File: src/rtl/jfpjc_pkg.sv
// Shared constants and state encoding for the JPEG byte stuffer.
package jfpjc_pkg;

    typedef enum logic [2:0] {
        IDLE,
        EMIT,
        STUFF,
        EOI_FF,
        EOI_D9
    } stuffer_state_e;

    localparam logic [7:0] JPEG_STUFF_BYTE    = 8'h00;
    localparam logic [7:0] JPEG_MARKER_PREFIX = 8'hFF;
    localparam logic [7:0] JPEG_EOI           = 8'hD9;

    // Byte 0 is the MSB byte, which leads the stream.
    function automatic logic [7:0] word_byte(input logic [31:0] w, input logic [1:0] idx);
        logic [7:0] b;
        case (idx)
            2'd0:    b = w[31:24];
            2'd1:    b = w[23:16];
            2'd2:    b = w[15:8];
            default: b = w[7:0];
        endcase
        return b;
    endfunction

endpackage

File: src/rtl/jpeg_byte_stuffer_word_fifo.sv
// DEPTH x 32 synchronous word FIFO; a push into a full FIFO without a
// same-cycle pop is dropped and latched into the sticky overflow flag.
module word_fifo #(
    parameter int DEPTH = 4,
    parameter int CNT_W = $clog2(DEPTH + 1)
) (
    input  logic             clock,
    input  logic             nreset,
    input  logic             push,
    input  logic [31:0]      push_data,
    input  logic             pop,
    output logic [31:0]      pop_data,
    output logic             empty,
    output logic [CNT_W-1:0] count,
    output logic             overflow
);

    localparam int PTR_W = (DEPTH > 1) ? $clog2(DEPTH) : 1;

    logic [31:0]      mem [DEPTH];
    logic [PTR_W-1:0] wr_ptr;
    logic [PTR_W-1:0] rd_ptr;
    logic             full;
    logic             push_ok;
    logic             pop_ok;

    assign empty    = (count == '0);
    assign full     = (count == CNT_W'(DEPTH));
    assign pop_ok   = pop && !empty;
    // A full FIFO still takes a word when the head leaves in the same cycle.
    assign push_ok  = push && (!full || pop_ok);
    assign pop_data = mem[rd_ptr];

    always_ff @(posedge clock) begin
        if (push_ok) mem[wr_ptr] <= push_data;
    end

    always_ff @(posedge clock or negedge nreset) begin
        if (!nreset) begin
            wr_ptr   <= '0;
            rd_ptr   <= '0;
            count    <= '0;
            overflow <= 1'b0;
        end else begin
            if (push_ok) wr_ptr <= wr_ptr + 1'b1;
            if (pop_ok)  rd_ptr <= rd_ptr + 1'b1;
            case ({push_ok, pop_ok})
                2'b10:   count <= count + 1'b1;
                2'b01:   count <= count - 1'b1;
                default: count <= count;
            endcase
            if (push && !push_ok) overflow <= 1'b1;
        end
    end

endmodule

File: src/rtl/jpeg_byte_stuffer.sv
// Serializes packed 32-bit words MSB byte first onto a valid/ready byte
// stream, inserting 0x00 after each 0xFF data byte and appending EOI on request.
module jpeg_byte_stuffer
    import jfpjc_pkg::*;
#(
    parameter int DEPTH = 4,
    parameter int CNT_W = $clog2(DEPTH + 1)
) (
    input  logic             clock,
    input  logic             nreset,
    input  logic             word_in_valid,
    input  logic [31:0]      word_in,
    input  logic             eoi_request,
    output logic             byte_out_valid,
    input  logic             byte_out_ready,
    output logic [7:0]       byte_out,
    output logic             eoi_done,
    output logic [CNT_W-1:0] fifo_count,
    output logic             overflow
);

    stuffer_state_e state, state_d;
    logic [31:0]    word_q, word_d;
    logic [1:0]     idx, idx_d;
    logic           eoi_pending;
    logic           pend_clr;
    logic           done_d;
    logic           pop;
    logic [31:0]    pop_data;
    logic           fifo_empty;
    logic           xfer;
    logic           advance;
    logic [7:0]     cur_byte;

    word_fifo #(.DEPTH(DEPTH), .CNT_W(CNT_W)) u_fifo (
        .clock     (clock),
        .nreset    (nreset),
        .push      (word_in_valid),
        .push_data (word_in),
        .pop       (pop),
        .pop_data  (pop_data),
        .empty     (fifo_empty),
        .count     (fifo_count),
        .overflow  (overflow)
    );

    assign cur_byte       = word_byte(word_q, idx);
    assign byte_out_valid = (state != IDLE);
    assign xfer           = byte_out_valid && byte_out_ready;

    // Output is a pure function of registered state, so it holds while stalled.
    always_comb begin
        byte_out = 8'h00;
        case (state)
            EMIT:    byte_out = cur_byte;
            STUFF:   byte_out = JPEG_STUFF_BYTE;
            EOI_FF:  byte_out = JPEG_MARKER_PREFIX;
            EOI_D9:  byte_out = JPEG_EOI;
            default: byte_out = 8'h00;
        endcase
    end

    always_comb begin
        state_d  = state;
        word_d   = word_q;
        idx_d    = idx;
        pop      = 1'b0;
        pend_clr = 1'b0;
        done_d   = 1'b0;
        advance  = 1'b0;
        case (state)
            IDLE: begin
                if (!fifo_empty) begin
                    pop     = 1'b1;
                    word_d  = pop_data;
                    idx_d   = 2'd0;
                    state_d = EMIT;
                end else if (eoi_pending) begin
                    state_d = EOI_FF;
                end
            end
            EMIT: begin
                if (xfer) begin
                    if (cur_byte == JPEG_MARKER_PREFIX) state_d = STUFF;
                    else                                advance = 1'b1;
                end
            end
            STUFF: begin
                if (xfer) advance = 1'b1;
            end
            EOI_FF: begin
                if (xfer) state_d = EOI_D9;
            end
            EOI_D9: begin
                if (xfer) begin
                    pend_clr = 1'b1;
                    done_d   = 1'b1;
                    state_d  = IDLE;
                end
            end
            default: state_d = IDLE;
        endcase

        // Word completion chains straight into the next word to avoid a bubble.
        if (advance) begin
            if (idx != 2'd3) begin
                idx_d   = idx + 2'd1;
                state_d = EMIT;
            end else if (!fifo_empty) begin
                pop     = 1'b1;
                word_d  = pop_data;
                idx_d   = 2'd0;
                state_d = EMIT;
            end else begin
                state_d = IDLE;
            end
        end
    end

    always_ff @(posedge clock or negedge nreset) begin
        if (!nreset) begin
            state       <= IDLE;
            word_q      <= '0;
            idx         <= '0;
            eoi_pending <= 1'b0;
            eoi_done    <= 1'b0;
        end else begin
            state    <= state_d;
            word_q   <= word_d;
            idx      <= idx_d;
            eoi_done <= done_d;
            if (pend_clr)         eoi_pending <= 1'b0;
            else if (eoi_request) eoi_pending <= 1'b1;
        end
    end

endmodule
File: config.mk
export PLATFORM = sky130hd
export DESIGN_NAME = jpeg_byte_stuffer
export DESIGN_NICKNAME = d
export VERILOG_FILES = /design/src/rtl/jfpjc_pkg.sv /design/src/rtl/jpeg_byte_stuffer_word_fifo.sv /design/src/rtl/jpeg_byte_stuffer.sv
export SDC_FILE = /design/constraint.sdc
export NUM_CORES = 1
export LEC_CHECK = 0
export CORE_MARGIN = 8
export CORE_UTILIZATION = 58
export CTS_CLUSTER_DIAMETER = 30
export DETAILED_ROUTE_END_ITERATION = 8
export PLACE_DENSITY = 0.79
export RECOVER_POWER = 25
export SYNTH_ARGS = -nofsm -noshare
export SYNTH_HDL_FRONTEND = slang
export SYNTH_SLANG_ARGS = --single-unit
File: constraint.sdc
create_clock -name clock -period 3.3 [get_ports clock]
set_input_delay 0.33 -clock clock [delete_from_list [all_inputs] [get_ports clock]]
set_output_delay 0.33 -clock clock [all_outputs]
set_load 0.01 [all_outputs]
Word-level counts from Yosys, hierarchy flattened
Memories as Yosys holds them, arrays and structs flattened.
Index checks and enable logic that the tools add are counted.
Widths: inputs -> output; s select.
- $add $sub $neg: 5
- reduce and logical (&&, ||, !) cells: 15
- equality and inequality tests: 17
- mux-type cells: 37
- operators by type and width (cell ; number):
    $mux 32 ; 5
    $pmux 8 s3 ; 2
    $mux 3 ; 7
    $mux 1 ; 15
    $pmux 3 s5 ; 1
    $ne 3x3->1 const B ; 4
    $mux 2 ; 5
    $eq 8x8->1 const B ; 1
    $add 2x1->2 const B ; 3
    $eq 3x2->1 const B ; 2
    $eq 3x3->1 const B ; 2
    $logic_not 3->1 ; 2
    $pmux 3 s2 ; 1
    $reduce_and 6->1 ; 1
    $eq 2x1->1 const B ; 2
    $eq 2x2->1 const B ; 2
    $logic_and 1x1->1 ; 4
    $ne 2x2->1 const B ; 2
    $ne 4x4->1 const B ; 1
    $reduce_bool 2->1 ; 2
    $add 3x1->3 const B ; 1
    $eq 3x1->1 const B ; 1
    $logic_not 1->1 ; 3
    $reduce_bool 3->1 ; 1
    other kinds (4) ; 4
- memories: 1
- flip-flop bits (word level): 47
- memory bits (writable): 128
- output and inout port bits: 14
- input port bits: 37
- memories (name ; depth ; bits a word ; rd ports ; clocked after memory_dff ; write ports ; line ; RTL):
    u_fifo.mem ; 4 ; 32 ; 1 ; 0 ; 1 ; jpeg_byte_stuffer_word_fifo.sv:20 ; logic [31:0] mem [DEPTH];

Logic depth before layout (Yosys ltp)
- depth after elaboration: 12
- gate-level depth with buffers: 15
- depth with buffers taken out: 14

Modules after synthesis
From an unflattened synthesis, not the netlist that was laid out.
- cells, all modules: 396
- area total of the unflattened synthesis: 7198.2 um2
- by module, submodules not included (module ; area each (um2) ; times used ; cells an instance):
    word_fifo ; 5185.0 ; 1 ; 220
    jpeg_byte_stuffer ; 2013.2 ; 1 ; 176

Worst setup path after synthesis
No wires, ideal clock.
- kind: register to register
- start point: register with a tool-made name
- end point: memory u_fifo.mem[0][0], enable pin
- required time: 2908 ps
- buffers on the path: 1
- clock period less this slack: 2876 ps
- arrival time: 2484 ps
- stages on the path, launching flop included: 10
- path slack: 424 ps
- cells stage by stage: dfrtp_1 > inv_1 > ha_1 > buf_2 > a22oi_1 > a21oi_2 > nand4_2 > o21ai_4 > a41oi_2 > and2_1
- RTL lines (item ; line):
    end: declaration ; jpeg_byte_stuffer_word_fifo.sv:20

==> metrics <==
ANT nets after route 0; global-route wire length before repair 20500 um; WL per Instance 20.3 um; WP data required 3.62 ns; post-synth top area share 0.533; total die area 16300 um2; Worst-Margin Slew 1.01 ns; antenna violations before repair 0; Antenna diodes 0; worst skew pair latency 0.42 ns; critical path's slowest cell dfrtp_1; post-layout net count 500; initial core utilization 0.598; CP top delay family compound AO/OA/AOI/OAI gates; #FFs+latches synth 175; Hold Crit Class input pin to async pin; Via Count 3624; total clock buffers created by CTS 17; power density cells 979 nW/um2; CP Max Fanout 8; clock root buffer clkbuf_16; Crit Path Class flop to flop; DR vias/cell 5.73; grt ovf 0; number of hold violations in the final report 0; Synth area leaders edfxtp_1, dfrtp_1, mux4_2, mux2_4, ha_1; hpwl dp 8170 um; reg2reg path depth 14; Worst EP arrival 3.40 ns; Max stage delay on crit path 0.50 ns; Total GRT Usage 0.169; Max rail drop VDD 0.000506 V; Synth Cell Area 7220 um2; final setup vio count 0; CTS max path bufs 2; Setup TNS 0 ns; num rows 40; # H-tree levels 4; DRC viols 0; CTS tree done; P&R area growth vs syn 19.2%; Slew Limit Fails 0; Max-cap violations 0; largest net degree at the start of global routing 48; Yosys warning total 0; Worst Setup End Kind flop; Mapped Nets 442; PortBufs 50; Tcrit/Tclk final 0.931; non-filler cells, final 632; unrepaired setup endpoints after global routing false; routability congestion estimate 0.888; Clock transition at path regs 0.06 ns; register area share after synthesis 0.696; drt total wl 12800 um; Core Box Area 12100 um2; FFs w/ async S/R, synth 0.269; Die X 128 um; io pins 51; Final Skew 0.0115 ns; initial drt markers 320; unique cell type count in the Yosys netlist 45; Period minus WS final 3.07 ns; die height 128 um; Post-synth EDFFs 128; dominant cell type by area after synthesis edfxtp_1; Mapped Cells 394; clock sink count 175; Rel. slew slack 0.327; startpoint types flop; Fmax achieved 325 MHz; share of layout cells above drive strength 1 0.261; P_leak 3.07 nW; worst path cell trace inv_2 -> ha_4 -> a22oi_1 -> a21oi_2 -> nand4_2 -> o21ai_4 -> a41oi_4 -> inv_1 -> ha_1 -> inv_1 -> fa_1 -> xor2_1 -> nor2_1 -> xor2_1; flop-to-flop setup slack 0.23 ns; status finished clean; placed cell count 601; number of global-route vias before repair 3839; Buf+Inv Stages, Crit Path 3; RR Endpoint u_fifo.count[2]; main flop type after synthesis edfxtp_1; final-layout fill cell count 728; syn avg cell area 18.3 um2; Pre-antenna DRT Iters 4
## placed cells by master (no fill, tap or decap), types with 9 or more instances in the layout
master and instances:
dfrtp_1 46, inv_1 10, dlygate4sd3_1 24, mux2_4 27, nor2b_1 9, clkbuf_16 17
nor2_1 22, edfxtp_1 128, mux4_2 32, clkdlybuf4s50_1 25, a21oi_1 10
## worst max path at each step
| stage | startpoint | endpoint | slack, ns | cells past startpoint |
|---|---|---|---|---|
| after detailed placement | flop | u_fifo.count[2] | 0.14 | 13 |
| after CTS | flop | u_fifo.count[2] | 0.08 | 13 |
| after global placement | flop | u_fifo.count[2] | 0.38 | 14 |
| final | flop | u_fifo.count[2] | 0.23 | 14 |
| after floorplan | flop | u_fifo.mem[0][0] | 0.42 | 9 |
| after global routing | flop | u_fifo.count[2] | 0.01 | 14 |
## sequential cells by signal, indices dropped and copies added (netlist names), named ones only
signal           count
state                3
eoi_pending          1
u_fifo.overflow      1
u_fifo.count         3
u_fifo.rd_ptr        2
u_fifo.wr_ptr        2
word_q              32
u_fifo.mem         128
eoi_done             1
## synthesized netlist by cell type, drive strengths merged, types with 2 or more instances
cell and n:
o21ai 9, buf 8, a211o 3, edfxtp 128, xor2 3, a211oi 2, nand4 2, ha 10
and2 4, nand3 4, nand2 6, xnor2 3, a21oi 19, clkbuf 12, dfrtp 47, mux4 32
nor2 22, inv 11, nor2b 9, mux2 33, or3 3, nand2b 2, nor3 3, a22oi 8
## per-stage QoR
step | hold WS [ns] | power (mW) | instance area [um2] | setup slack [ns] | util
6_report | 0.0772 | 8.42 | 8600 | 0.227 | 0.713
5_1_grt | 0.166 | 8.84 | 8600 | 0.0107 | 0.713
4_1_cts | 0.111 | 8.43 | 8530 | 0.0762 | 0.707
3_5_place_dp | 0.470 | 6.40 | 7930 | 0.141 | 0.658
3_3_place_gp | 0.461 | 6.30 | 7930 | 0.377 | 0.658
2_1_floorplan | 0.0344 | 5.41 | 7220 | 0.424 | -
## report_power, final
group	switching (mW)	internal, mW	leakage (nW)
clock	0.762	1.25	0.295
sequential	0.410	3.02	1.72
combinational	1.38	1.60	1.05
total	2.55	5.87	3.07
## layout make-up
class / instances / area, um2 / share of cell area
Clock buffer: 17 / 425 / 0.0495
Clock inverter: 14 / 174 / 0.0202
Inverter: 11 / 41.3 / 0.00480
Timing Repair Buffer: 59 / 613 / 0.0713
Tap cell: 168 / 210 / 0.0244
Multi-Input combinational cell: 188 / 2110 / 0.246
Sequential cell: 175 / 5020 / 0.584
## layer usage
metal  share of wire  global-route usage
met2            0.47               0.260
met5               0                   0
met3           0.062              0.0624
met4           0.027              0.0693
met1            0.44               0.213
## cells by family after synthesis
family                     count (synthesis)  share of synthesized area
and+or+nand+nor                           58                     0.0420
muxes                                     65                      0.165
xor gates and xnor gates                   6                    0.00728
adders and majority gates                 11                     0.0201
AOI/OAI and AO/OA                         48                     0.0491
DFF                                      175                      0.696
buffers and inverters                     31                     0.0205
## timing repair
action | 4_1_cts | 5_1_grt
setup buffers | 0 | 0
gates resized for setup | 0 | 11
setup endpoints to repair | 0 | 1
hold buffers | 0 | 0
(Power assumes the default switching activity.)
